===== src/rtl/diff_pkg.sv =====
// Shared constants and saturation helper for the signed integrator/comb family.
// Widths are passed as arguments so one package serves every sample width N.
package diff_pkg;

  typedef struct packed {
    logic [31:0] q;
    logic        ovf;
  } sat_t;

  // Largest positive N-bit value, 2^(n-1)-1, right-aligned in 32 bits.
  function automatic logic [31:0] mpos(input int unsigned n);
    return (32'd1 << (n - 1)) - 32'd1;
  endfunction

  // Most negative N-bit value, -2^(n-1), sign-extended to 32 bits.
  function automatic logic [31:0] mneg(input int unsigned n);
    return ~mpos(n);
  endfunction

  // Clip an (n+1)-bit signed value (sign-extended into 33 bits) to n bits.
  function automatic sat_t sat_n(input logic [32:0] diff, input int unsigned n);
    sat_t r;
    r.q   = diff[31:0];
    r.ovf = 1'b0;
    // The two top bits of an (n+1)-bit result disagree only when it falls outside n bits.
    if (diff[n] != diff[n-1]) begin
      r.ovf = 1'b1;
      r.q   = diff[n] ? mneg(n) : mpos(n);
    end
    return r;
  endfunction

endpackage


===== src/rtl/sdelay_line.sv =====
// M-deep, N-wide sample history with enable and synchronous active-low clear.
// tap is the oldest stored sample (accepted M samples ago).
module sdelay_line #(
  parameter int N = 16,
  parameter int M = 1
) (
  input  logic         clk,
  input  logic         clr,
  input  logic         en,
  input  logic [N-1:0] d,
  output logic [N-1:0] tap
);

  logic [N-1:0] hist_reg [M];

  always_ff @(posedge clk) begin
    if (!clr) begin
      for (int k = 0; k < M; k++) hist_reg[k] <= '0;
    end else if (en) begin
      hist_reg[0] <= d;
      for (int k = 1; k < M; k++) hist_reg[k] <= hist_reg[k-1];
    end
  end

  assign tap = hist_reg[M-1];

endmodule


===== src/rtl/diff_signed.sv =====
// Signed first-difference (comb) stage: Q = D - D[M accepted samples ago],
// saturating or wrapping, one-cycle registered latency.
module diff_signed
  import diff_pkg::*;
#(
  parameter int N   = 16,
  parameter int M   = 1,
  parameter int SAT = 1
) (
  input  logic         C,
  input  logic         CLR,
  input  logic         V_IN,
  input  logic [N-1:0] D,
  output logic [N-1:0] Q,
  output logic         V_OUT,
  output logic         OVF,
  output logic         PRIMED
);

  localparam int CW = $clog2(M + 1);

  logic [N-1:0]  oldest;
  logic [N:0]    diff;
  logic [32:0]   diff_ext;
  sat_t          sat;
  logic [N-1:0]  q_next;
  logic          ovf_next;
  logic [CW-1:0] fill_reg;
  logic          unused_sat;

  // Gaps (V_IN=0) do not shift the history, so idle cycles never age it.
  sdelay_line #(.N(N), .M(M)) u_hist (
    .clk (C),
    .clr (CLR),
    .en  (V_IN),
    .d   (D),
    .tap (oldest)
  );

  always_comb begin
    diff     = {D[N-1], D} - {oldest[N-1], oldest};
    diff_ext = 33'(signed'(diff));
    sat      = sat_n(diff_ext, N);
    q_next   = diff[N-1:0];
    ovf_next = 1'b0;
    if (SAT != 0) begin
      q_next   = sat.q[N-1:0];
      ovf_next = sat.ovf;
    end
  end

  assign unused_sat = ^{sat.q, diff_ext};

  always_ff @(posedge C) begin
    if (!CLR) begin
      Q        <= '0;
      V_OUT    <= 1'b0;
      OVF      <= 1'b0;
      fill_reg <= '0;
    end else begin
      V_OUT <= V_IN;
      if (V_IN) begin
        Q   <= q_next;
        OVF <= ovf_next;
        if (fill_reg != CW'(M)) fill_reg <= fill_reg + 1'b1;
      end
    end
  end

  assign PRIMED = (fill_reg == CW'(M));

endmodule


===== config.mk =====
export PLATFORM = sky130hd
export DESIGN_NAME = diff_signed
export DESIGN_NICKNAME = d
export VERILOG_FILES = /design/src/rtl/diff_pkg.sv /design/src/rtl/sdelay_line.sv /design/src/rtl/diff_signed.sv
export SDC_FILE = /design/constraint.sdc
export NUM_CORES = 1
export LEC_CHECK = 0
export CAP_MARGIN = 30
export CORE_UTILIZATION = 47
export DETAILED_ROUTE_END_ITERATION = 8
export PLACE_DENSITY = 0.83
export SLEW_MARGIN = 20
export SYNTH_ARGS = -nofsm -noshare
export SYNTH_HDL_FRONTEND = slang
export SYNTH_HIERARCHICAL = 1
export SYNTH_SLANG_ARGS = --single-unit

===== constraint.sdc =====
create_clock -name C -period 3.08 [get_ports C]
set_clock_uncertainty 0.2 [all_clocks]
set_input_delay 0.924 -clock C [delete_from_list [all_inputs] [get_ports C]]
set_output_delay 0.924 -clock C [all_outputs]
set_load 0.02 [all_outputs]

==> summary.md, run 1 <==
| Metric | Value |
|---|---|
| Status | `complete, no violations` |
| Htree depth | `2` |
| Internal power component | `1.177 mW` |
| Post-DP HPWL | `4.201 mm` |
| Number of synthesized register bits | `35` |
| Clk sinks | `35` |
| CP arrival | `2.99 ns` |
| Post-synth EDFFs | `16` |
| Initial antenna violation count | `0` |
| Final setup violation count | `0` |
| Final worst path period share | `96.06%` |
| Reg2Reg Launch Point | `u_hist/hist_reg[0][0]` |
| Synth async-reset ratio | `0%` |
| Mapped cell area | `0.002477 sq mm` |
| Share of layout cells above drive strength 1 | `37.68%` |
| Seq/Total Area, Yosys | `34.75%` |
| Slowest stage delay, CP | `0.41 ns` |
| Net Sw Frac | `32.99%` |
| DR iter-0 viols | `109` |
| Router iterations before antenna repair | `5` |
| Worst-case clock buffer depth | `2` |
| Syn Inst Count | `259` |
| Post-DR vias/cell | `5.390` |
| Top delay family on crit path | `compound AO/OA/AOI/OAI gates` |
| Clock Latency Late Sink | `0.29 ns` |
| Vias in the first global route | `2066` |
| Flop pwr share | `31.6%` |
| Ys Warns | `6` |
| Hold Crit Endpoint | `PRIMED` |
| Max_cap viols | `0` |
| Place WS | `-0.6640 ns` |
| Total gr overflow | `0` |
| Worst-path cell chain | `dlygate4sd2_1, ha_4, a21o_1, nand2b_1, o21ai_2, o311a_1, buf_12, maj3_1, a21oi_2` |
| Worst Path Required | `3.11 ns` |
| Starting Density | `48.51%` |
| Setup TNS | `0 ns` |
| Worst vdd ir | `196.6 uV` |
| DR WL/cell | `15.24 um` |
| Worst setup EP type | `register` |
| Global-route wire length before repair | `9.528 mm` |
| P_sw | `0.5796 mW` |
| Slowest-stage cell, CP | `o311a_1` |
| Buffers plus inverters on the worst setup path | `2` |
| Final hold violations | `0` |
| Worst-path fanout max | `16` |
| Slew Limit Headroom | `67.32%` |
| Core area | `0.005107 sq mm` |
| Largest net degree at the start of global routing | `52` |
| Nets | `380` |
| Area after DPL | `0.003216 sq mm` |
| Multi-input gate area | `0.001655 sq mm` |
| WS Path Type | `in2reg` |
| Power Dens Cells | `486.3 mW/mm^2` |
| Routed Antenna Nets | `0` |
| Hold Path Depth | `1` |
| Comb power frac | `45.5%` |
| Remaining DRCs | `0` |
| Worst min path class | `reg2reg` |
| Inserted Clock Buffers | `5` |
| Final GP Congestion | `0.8839` |
| Worst-case reg-to-reg path depth | `10` |
| Tmin final | `2.959 ns` |
| Port-buffer cells | `37` |
| Hold wc startpoint | `PRIMED` |
| Storage element area | `860.8 sq um` |
| Clock transition at path regs | `0.07 ns` |
| Fillers | `357` |
| Boundary pin count | `38` |
| Synth Area per Inst | `9.565 sq um` |
| Unrepaired setup endpoints after global routing | `no` |
| Routed via count | `2237` |
| Syn nets | `295` |
| Routed WL | `6.325 mm` |
| FF-to-FF End | `Q[4]` |
| Worst slew pin tran | `0.4903 ns` |
| Rows | `26` |
| Die height | `74.60 um` |
| Total track usage | `22.83%` |
| Netlist cell types | `52` |
| LEAKAGE | `1.562 nW` |
| Design area | `0.003613 sq mm` |
| Area Overhead vs Synth | `45.86%` |
| Worst R2R Setup Slack | `0.41 ns` |
| Power share of the clock group | `22.8%` |
| Fmax | `338.0 MHz` |
| Fin. max-slew vios | `0` |
| Main flop type after synthesis | `dfxtp_1` |
| CP Launch Type | `primary input` |
| CTS tree | `yes` |
| # hold bufs at CTS | `0` |
| Die ar. | `0.005565 sq mm` |
| Setup ws final | `0.1212 ns` |
| DIE WIDTH | `74.60 um` |
| CTS root buf | `clkbuf_8` |
| ANT cells | `0` |
## layout make-up
| class | count | share of cell area, % |
|---|---|---|
| Clock buffer | 7 | 2.978 |
| Sequential cell | 35 | 23.82 |
| Timing Repair Buffer | 91 | 22.33 |
| Inverter | 22 | 2.493 |
| Multi-Input combinational cell | 189 | 45.81 |
| Clock inverter | 1 | 0.1385 |
| Tap cell | 70 | 2.424 |
## synth_stat cells, types with 5 or more instances
library cell,n,area share (%)
buf_6,5,2.3
xnor2_1,6,2.1
nand2_1,7,1.1
o21ai_0,24,4.8
a21oi_1,15,3.0
nor2_1,10,1.5
clkbuf_1,5,0.76
a21oi_2,13,4.6
inv_1,22,3.3
and3_1,11,2.8
and3_2,6,1.8
xor2_1,8,2.8
nand3_1,7,1.4
edfxtp_1,16,19
dfxtp_1,19,15
ha_1,16,8.1
maj3_2,10,4.5
nand2b_1,7,1.8
## cell usage in the layout (no fill, tap or decap), types with 4 or more instances in the layout
cell / instances
buf_4: 54
clkdlybuf4s50_1: 22
inv_1: 21
o21ai_0: 21
dfxtp_1: 19
a21oi_2: 18
edfxtp_1: 16
ha_4: 14
and3_1: 11
nor2_1: 10
a21oi_1: 10
maj3_2: 10
dlymetal6s2s_1: 10
xor2_1: 8
nand3_1: 7
nand2b_1: 7
nand2_1: 7
xnor2_1: 6
clkbuf_8: 6
and3_2: 6
o21ai_2: 5
maj3_1: 4
## worst max path at each step
stage,start,endpoint,cells past startpoint
after floorplan,D[0],Q[1],12
after global placement,D[0],Q[3],11
after detailed placement,D[0],Q[3],11
after CTS,D[2],Q[13],10
after global routing,D[15],Q[3],10
final,D[4],Q[3],9
## stage by stage
stage | total power [mW] | hold WS (ns) | utilization (%) | std cells
5_1_grt | 1.852 | 0.3041 | 70.75 | 415
3_5_place_dp | 1.270 | 0.2535 | 62.96 | 399
6_report | 1.757 | 0.2617 | 70.75 | 415
4_1_cts | 1.700 | 0.2706 | 67.03 | 408
3_3_place_gp | 1.245 | 0.2336 | 62.96 | 399
2_1_floorplan | 1.026 | 0.3756 | - | 259
## per-layer routing
layer | GRT usage [%] | wire length (um)
met1 | 28.22 | 2745
met2 | 38.74 | 3204
met3 | 4.743 | 227
met4 | 9.224 | 148
met5 | 0 | 0
## cell families (layout without fill, tap and decap cells)
group,Yosys count,in the layout,synth area share (%)
xor gates and xnor gates,14,14,4.950
DFF,35,35,34.75
and+or+nand+nor,64,65,14.95
buffers and inverters,36,121,7.676
AOI/OAI and AO/OA,76,76,21.41
adders and majority gates,31,31,15.05
muxes,3,3,1.212
## what timing repair did
action / in CTS / in global routing
gates cloned: 0 / 1
endpoints found under the setup margin: 17 / 17
setup buffers: 1 / 6
gates resized for setup: 23 / 28
pin swaps: 6 / 23
## power groups by stage
| stage | sequential, mW | clock [mW] | combinational [mW] |
|---|---|---|---|
| after CTS | 0.556 | 0.407 | 0.737 |
| after global routing | 0.561 | 0.427 | 0.864 |
| after detailed placement | 0.567 | 0 | 0.702 |
| after global placement | 0.564 | 0 | 0.681 |
| after floorplan | 0.602 | 0 | 0.424 |
| final | 0.556 | 0.401 | 0.800 |
Power figures use the tool's default switching activity.
==> inputs of run 2 (changes only) <==
--- a/config.mk
+++ b/config.mk
@@ -8,7 +8,7 @@
 export CAP_MARGIN = 30
 export CORE_UTILIZATION = 47
 export DETAILED_ROUTE_END_ITERATION = 8
-export PLACE_DENSITY = 0.83
+export PLACE_DENSITY = 0.77
 export SLEW_MARGIN = 20
 export SYNTH_ARGS = -nofsm -noshare
 export SYNTH_HDL_FRONTEND = slang
==> run 2 against run 1 <==
Effect of this change:
- via count is 0.49% higher
- clock-buffer cell count is 1 lower
- largest power group unchanged
- critical path depth stayed put
- die area stayed put
- sequential power hardly changed
- clock power is 2% lower
- total power is 0.44% higher
- register-to-register slack better by 0.05 ns
- combinational power is 2% higher
- wire length is 0.27% lower
- non-clock buffer count is 1 lower
==> summary.md, run 2 (synthesis gave the netlist of run 1 again) <==
| Metric | Value |
|---|---|
| Largest net degree at the start of global routing | `40 (-23%)` |
| Post-DR vias/cell | `5.430 (+0.73%)` |
| Clk sinks | `35 (unchanged)` |
| Final total power | `1.765 mW (+0.44%)` |
| Worst vdd ir | `217.2 uV (+10%)` |
| CP arrival | `3.07 ns (+0.08 ns)` |
| Routed WL | `6.308 mm (-0.27%)` |
| Top delay family on crit path | `compound AO/OA/AOI/OAI gates` |
| Critical Path Most Common Cell | `a21oi_2` |
| Final setup violation count | `0 (unchanged)` |
| CTS tree | `yes` |
| Most common cell after layout, fill and taps aside | `buf_4` |
| Worst setup EP type | `register` |
| Final hold violations | `0 (unchanged)` |
| Slowest-stage cell, CP | `clkdlybuf4s50_1` |
| Final Util | `71.24% (+0.49 points)` |
| Share of layout cells above drive strength 1 | `37.79% (+0.11 points)` |
| Fillers | `360 (+0.84%)` |
| Nets | `379 (-0.26%)` |
| Final GP Congestion | `0.8448 (-4.4%)` |
| Routed Antenna Nets | `0 (unchanged)` |
| Slew Limit Headroom | `61.29% (-6.0 points)` |
| Status | `complete, no violations` |
| Routed via count | `2248 (+0.49%)` |
| Global-route wire length before repair | `9.411 mm (-1.2%)` |
| Inserted Clock Buffers | `5 (unchanged)` |
| Worst slew pin tran | `0.5788 ns (+0.08853 ns)` |
| Initial antenna violation count | `0 (unchanged)` |
| Htree depth | `2 (unchanged)` |
| Total gr overflow | `0 (unchanged)` |
| LEAKAGE | `1.577 nW (+0.96%)` |
| Fmax | `330.0 MHz (-2.4%)` |
| Worst-path cell chain | `clkdlybuf4s50_1, ha_2, o21ai_1, a21oi_2, o21ai_2, o311a_4, clkbuf_16, maj3_1, a21oi_2` |
| DR iter-0 viols | `74 (-32%)` |
| Fin. max-slew vios | `0 (unchanged)` |
| Clock Latency Late Sink | `0.30 ns (about the same)` |
| Area Overhead vs Synth | `46.87%` |
| CTS root buf | `clkbuf_8` |
| Worst-path fanout max | `8 (-8)` |
| Rows | `26 (unchanged)` |
| Boundary pin count | `38 (unchanged)` |
| DIE WIDTH | `74.60 um (unchanged)` |
| Vias in the first global route | `2093 (+1.3%)` |
| Worst min path class | `reg2reg` |
| Port-buffer cells | `37 (unchanged)` |
| Place WS | `-0.6419 ns (+0.02209 ns)` |
| Total track usage | `22.45% (-0.38 points)` |
| Setup ws final | `0.04977 ns (-0.07144 ns)` |
| Router iterations before antenna repair | `4 (-1)` |
| Die ar. | `0.005565 sq mm (unchanged)` |
| DR WL/cell | `15.24 um (about the same)` |
| ANT cells | `0 (unchanged)` |
| Remaining DRCs | `0 (unchanged)` |
| Buffers plus inverters on the worst setup path | `2 (unchanged)` |
| Die height | `74.60 um (unchanged)` |
| Slowest stage delay, CP | `0.44 ns (+0.03 ns)` |
| Max_cap viols | `0 (unchanged)` |
| WS Path Type | `in2reg` |
| Tmin final | `3.030 ns (+0.07144 ns)` |
| Clock transition at path regs | `0.08 ns (about the same)` |
| Power Dens Cells | `485.0 mW/mm^2 (-0.25%)` |
| Worst Path Required | `3.12 ns (about the same)` |
| Final worst path period share | `98.38% (+2.3 points)` |
| Core area | `0.005107 sq mm (unchanged)` |
| Worst-case clock buffer depth | `2 (unchanged)` |
| Post-DP HPWL | `4.211 mm (+0.25%)` |
| Starting Density | `48.51% (unchanged)` |
| CP Launch Type | `primary input` |
| Highest-count cells in the layout ignoring fill and taps | `buf_4 (50), clkdlybuf4s50_1 (22), inv_1 (21), o21ai_0 (21), dfxtp_1 (19)` |
## run 2: cell types whose count changed in the layout (fill, tap and decap cells not counted), moves of 2 or more
cell	previous run	this run
dlymetal6s2s_1	10	12
buf_4	54	50
buf_2	0	2
dlygate4sd2_1	3	1
## run 2: layout make-up
class                      count  area, sq um  share of cell area (%)
clock buffer                   6        93.84                   2.579
clock inverter                 2        13.76                  0.3783
inverter                      22        90.09                   2.476
multi-input combinational    189         1663                   45.70
sequential                    35        860.8                   23.66
tap                           70        87.58                   2.407
timing repair buffer          90        829.5                   22.80
## run 2: path summary, 6_finish.rpt
path	startpoint	to	slack (ns)	cells after the start
worst max-delay path	D[5]	Q[3]	0.05	9
worst min-delay path	PRIMED	PRIMED	0.27	1
worst max register to register	u_hist/hist_reg[0][0]	Q[3]	0.46	9
worst min register to register	PRIMED	PRIMED	0.27	1
## run 2: report_power, final
part | internal, mW | switching (mW) | total [mW]
clock network | 0.208 | 0.184 | 0.393
logic | 0.425 | 0.391 | 0.816
registers | 0.535 | 0.0212 | 0.557
## run 2: repair_timing
action / in CTS / in global routing
hold buffers: 0 / 0
pin swaps: 4 / 18
gates resized for setup: 14 / 35
setup endpoints to repair: 17 / 17
setup buffers: 0 / 5
cloned: 1 / 1
endpoints found under the hold margin: 0 / 0
## run 2: worst register-to-register path: cells and delay by family (launching register included)
| kind | cells | cell delay (ns) |
|---|---|---|
| adders and majority gates | 3 | 0.95 |
| AOI/OAI and AO/OA | 4 | 0.56 |
| DFF | 1 | 0.44 |
| and+or+nand+nor | 2 | 0.41 |
## run 2: metrics by stage
step	std cells	instance area, sq um	hold WS (ns)	setup TNS (ns)
finish	414	3638	0.2743	0
floorplan	259	2500	0.3756	-1.008
global placement	399	3223	0.2366	-9.235
detailed placement	399	3223	0.2632	-10.20
CTS	408	3393	0.2816	0
global route	414	3638	0.2969	-0.1410
## run 2: layer usage
metal / vias up / GRT usage (%) / routed length [um]
met5: - / 0 / 0
li1: 1099 / - / -
met1: 1079 / 28.50 / 2665
met4: 0 / 11.11 / 143
met3: 14 / 4.201 / 193
met2: 56 / 36.54 / 3307
==> inputs of run 3 (changes only) <==
--- a/config.mk
+++ b/config.mk
@@ -9,6 +9,7 @@
 export CORE_UTILIZATION = 47
 export DETAILED_ROUTE_END_ITERATION = 8
 export PLACE_DENSITY = 0.77
+export SKIP_CTS_REPAIR_TIMING = 1
 export SLEW_MARGIN = 20
 export SYNTH_ARGS = -nofsm -noshare
 export SYNTH_HDL_FRONTEND = slang
==> run 3 against run 2 <==
Effect of this change:
- the run now ends with negative setup slack left
- via count increased by 2.8%
- wire length increased by 4.7%
- fmax decreased by 2.5%
- critical endpoint is now Q[13]
- highest routed layer unchanged
==> summary.md, run 3 (synthesis gave the netlist of run 1 again) <==
| Metric | Value |
|---|---|
| Worst-path fanout max | `8 (unchanged)` |
| Clk sinks | `35 (unchanged)` |
| DR iter-0 viols | `113 (+53%)` |
| CP Launch Type | `primary input` |
| Port-buffer cells | `37 (unchanged)` |
| Core area | `0.005107 sq mm (unchanged)` |
| Worst R2R Setup Slack | `0.37 ns (-0.09 ns)` |
| DIE WIDTH | `74.60 um (unchanged)` |
| CTS root buf | `clkbuf_8` |
| Worst slew pin tran | `0.5645 ns (-0.01433 ns)` |
| Initial antenna violation count | `0 (unchanged)` |
| WS Path Type | `in2reg` |
| Worst-case reg-to-reg path depth | `10 (+1)` |
| Most common cell after layout, fill and taps aside | `buf_4` |
| Routed WL | `6.602 mm (+4.7%)` |
| Slew Limit Headroom | `62.25% (+0.96 points)` |
| ANT cells | `0 (unchanged)` |
| Htree depth | `2 (unchanged)` |
| Final total power | `1.796 mW (+1.8%)` |
| Crit. Startpoint | `D[8]` |
| Placed Cells | `399 (unchanged)` |
| Total gr overflow | `0 (unchanged)` |
| Worst vdd ir | `224.6 uV (+3.4%)` |
| Power Dens Cells | `486.5 mW/mm^2 (+0.29%)` |
| CTS tree | `yes` |
| LEAKAGE | `1.611 nW (+2.2%)` |
| Reg2Reg Launch Point | `u_hist/hist_reg[0][0]` |
| Fmax | `321.9 MHz (-2.5%)` |
| Design area | `0.003692 sq mm (+1.5%)` |
| Router iterations before antenna repair | `4 (unchanged)` |
| Tmin final | `3.107 ns (+0.07639 ns)` |
| Worst-case clock buffer depth | `2 (unchanged)` |
| Final Util | `72.29% (+1.1 points)` |
| Status | `finished with violations` |
| Clock Latency Late Sink | `0.30 ns (about the same)` |
| Die height | `74.60 um (unchanged)` |
| Nets | `385 (+1.6%)` |
| Max_cap viols | `0 (unchanged)` |
| Setup TNS | `-0.04307 ns (-0.04307 ns)` |
| Global-route wire length before repair | `9.025 mm (-4.1%)` |
| Final setup violation count | `2 (+2)` |
| Hold wc startpoint | `PRIMED` |
| Inserted Clock Buffers | `5 (unchanged)` |
| DR WL/cell | `15.72 um (+3.2%)` |
| Boundary pin count | `38 (unchanged)` |
| Fillers | `349 (-3.1%)` |
| Post-DP HPWL | `4.211 mm (unchanged)` |
| Routed Antenna Nets | `0 (unchanged)` |
| Rows | `26 (unchanged)` |
| Final GP Congestion | `0.8448 (unchanged)` |
| Fin Hold WS | `0.2742 ns (-0.0001050 ns)` |
| Remaining DRCs | `0 (unchanged)` |
| Routed via count | `2311 (+2.8%)` |
| FF-to-FF End | `Q[4]` |
| Final worst path period share | `100.9% (+2.5 points)` |
| Starting Density | `48.51% (unchanged)` |
| Die ar. | `0.005565 sq mm (unchanged)` |
| Post-DR vias/cell | `5.502 (+1.3%)` |
| Clock transition at path regs | `0.08 ns (about the same)` |
| Worst Path Required | `3.11 ns (about the same)` |
| Vias in the first global route | `2043 (-2.4%)` |
| Area Overhead vs Synth | `49.04%` |
| Area after DPL | `0.003223 sq mm (unchanged)` |
| Total track usage | `21.42% (-1.0 points)` |
| Final hold violations | `0 (unchanged)` |
| Violated checks | `negative setup slack` |
| Worst setup EP type | `register` |
| Layout Cells excl Fill | `420 (+1.4%)` |
| Share of layout cells above drive strength 1 | `38.86% (+1.1 points)` |
| Place WS | `-0.6419 ns (unchanged)` |
| Hold Path Depth | `1 (unchanged)` |
| Setup ws final | `-0.02662 ns (-0.07639 ns)` |
| Largest net degree at the start of global routing | `40 (unchanged)` |
| Worst min path class | `reg2reg` |
| CP arrival | `3.14 ns (+0.07 ns)` |
| Highest-count cells in the layout ignoring fill and taps | `buf_4 (57), clkdlybuf4s50_1 (23), inv_1 (21), o21ai_0 (21), dfxtp_1 (19)` |
| Fin. max-slew vios | `0 (unchanged)` |
| Hold Crit Endpoint | `PRIMED` |
-- run 3: changes by cell type in the layout (fill, tap and decap cells not counted), sizes merged --
cell,delta
dlygate4sd2,-1
clkdlybuf4s50,+1
buf,+6
-- run 3: how the worst max path moves through the flow --
stage / end / slack, ns
after global routing: Q[14] / -0.08
after floorplan: Q[1] / -0.12
after CTS: Q[13] / -0.34
after global placement: Q[13] / -0.58
final: Q[13] / -0.03
after detailed placement: Q[13] / -0.64
-- run 3: power breakdown --
group          total (mW)  internal, mW  switching (mW)
Combinational       0.845         0.443           0.402
Clock               0.395         0.208           0.186
Sequential          0.557         0.535          0.0216
-- run 3: layout make-up --
type	count	area, sq um	share of cell area [%]
multi-input combinational	189	1668	45.17
timing repair buffer	96	878.3	23.79
sequential	35	860.8	23.31
clock buffer	6	93.84	2.542
inverter	22	90.09	2.440
tap	70	87.58	2.372
clock inverter	2	13.76	0.3728
-- run 3: per-layer routing --
metal  vias to the layer above  global-route usage, %  part of all wire (%)
met1                      1111                  27.49                    42
met5                         -                      0                     0
li1                       1106                      -                     -
met3                        21                  3.930                   4.2
met2                        73                  34.93                    51
met4                         0                  9.853                   3.0
-- run 3: worst max-delay path: stages --
cell and delay [ns]:
clkdlybuf4s50_1 0.48, ha_4 0.33, nand4_1 0.12, a21oi_2 0.15
o21ai_2 0.11, o311a_4 0.36, clkbuf_16 0.17, maj3_1 0.34
a21oi_1 0.14
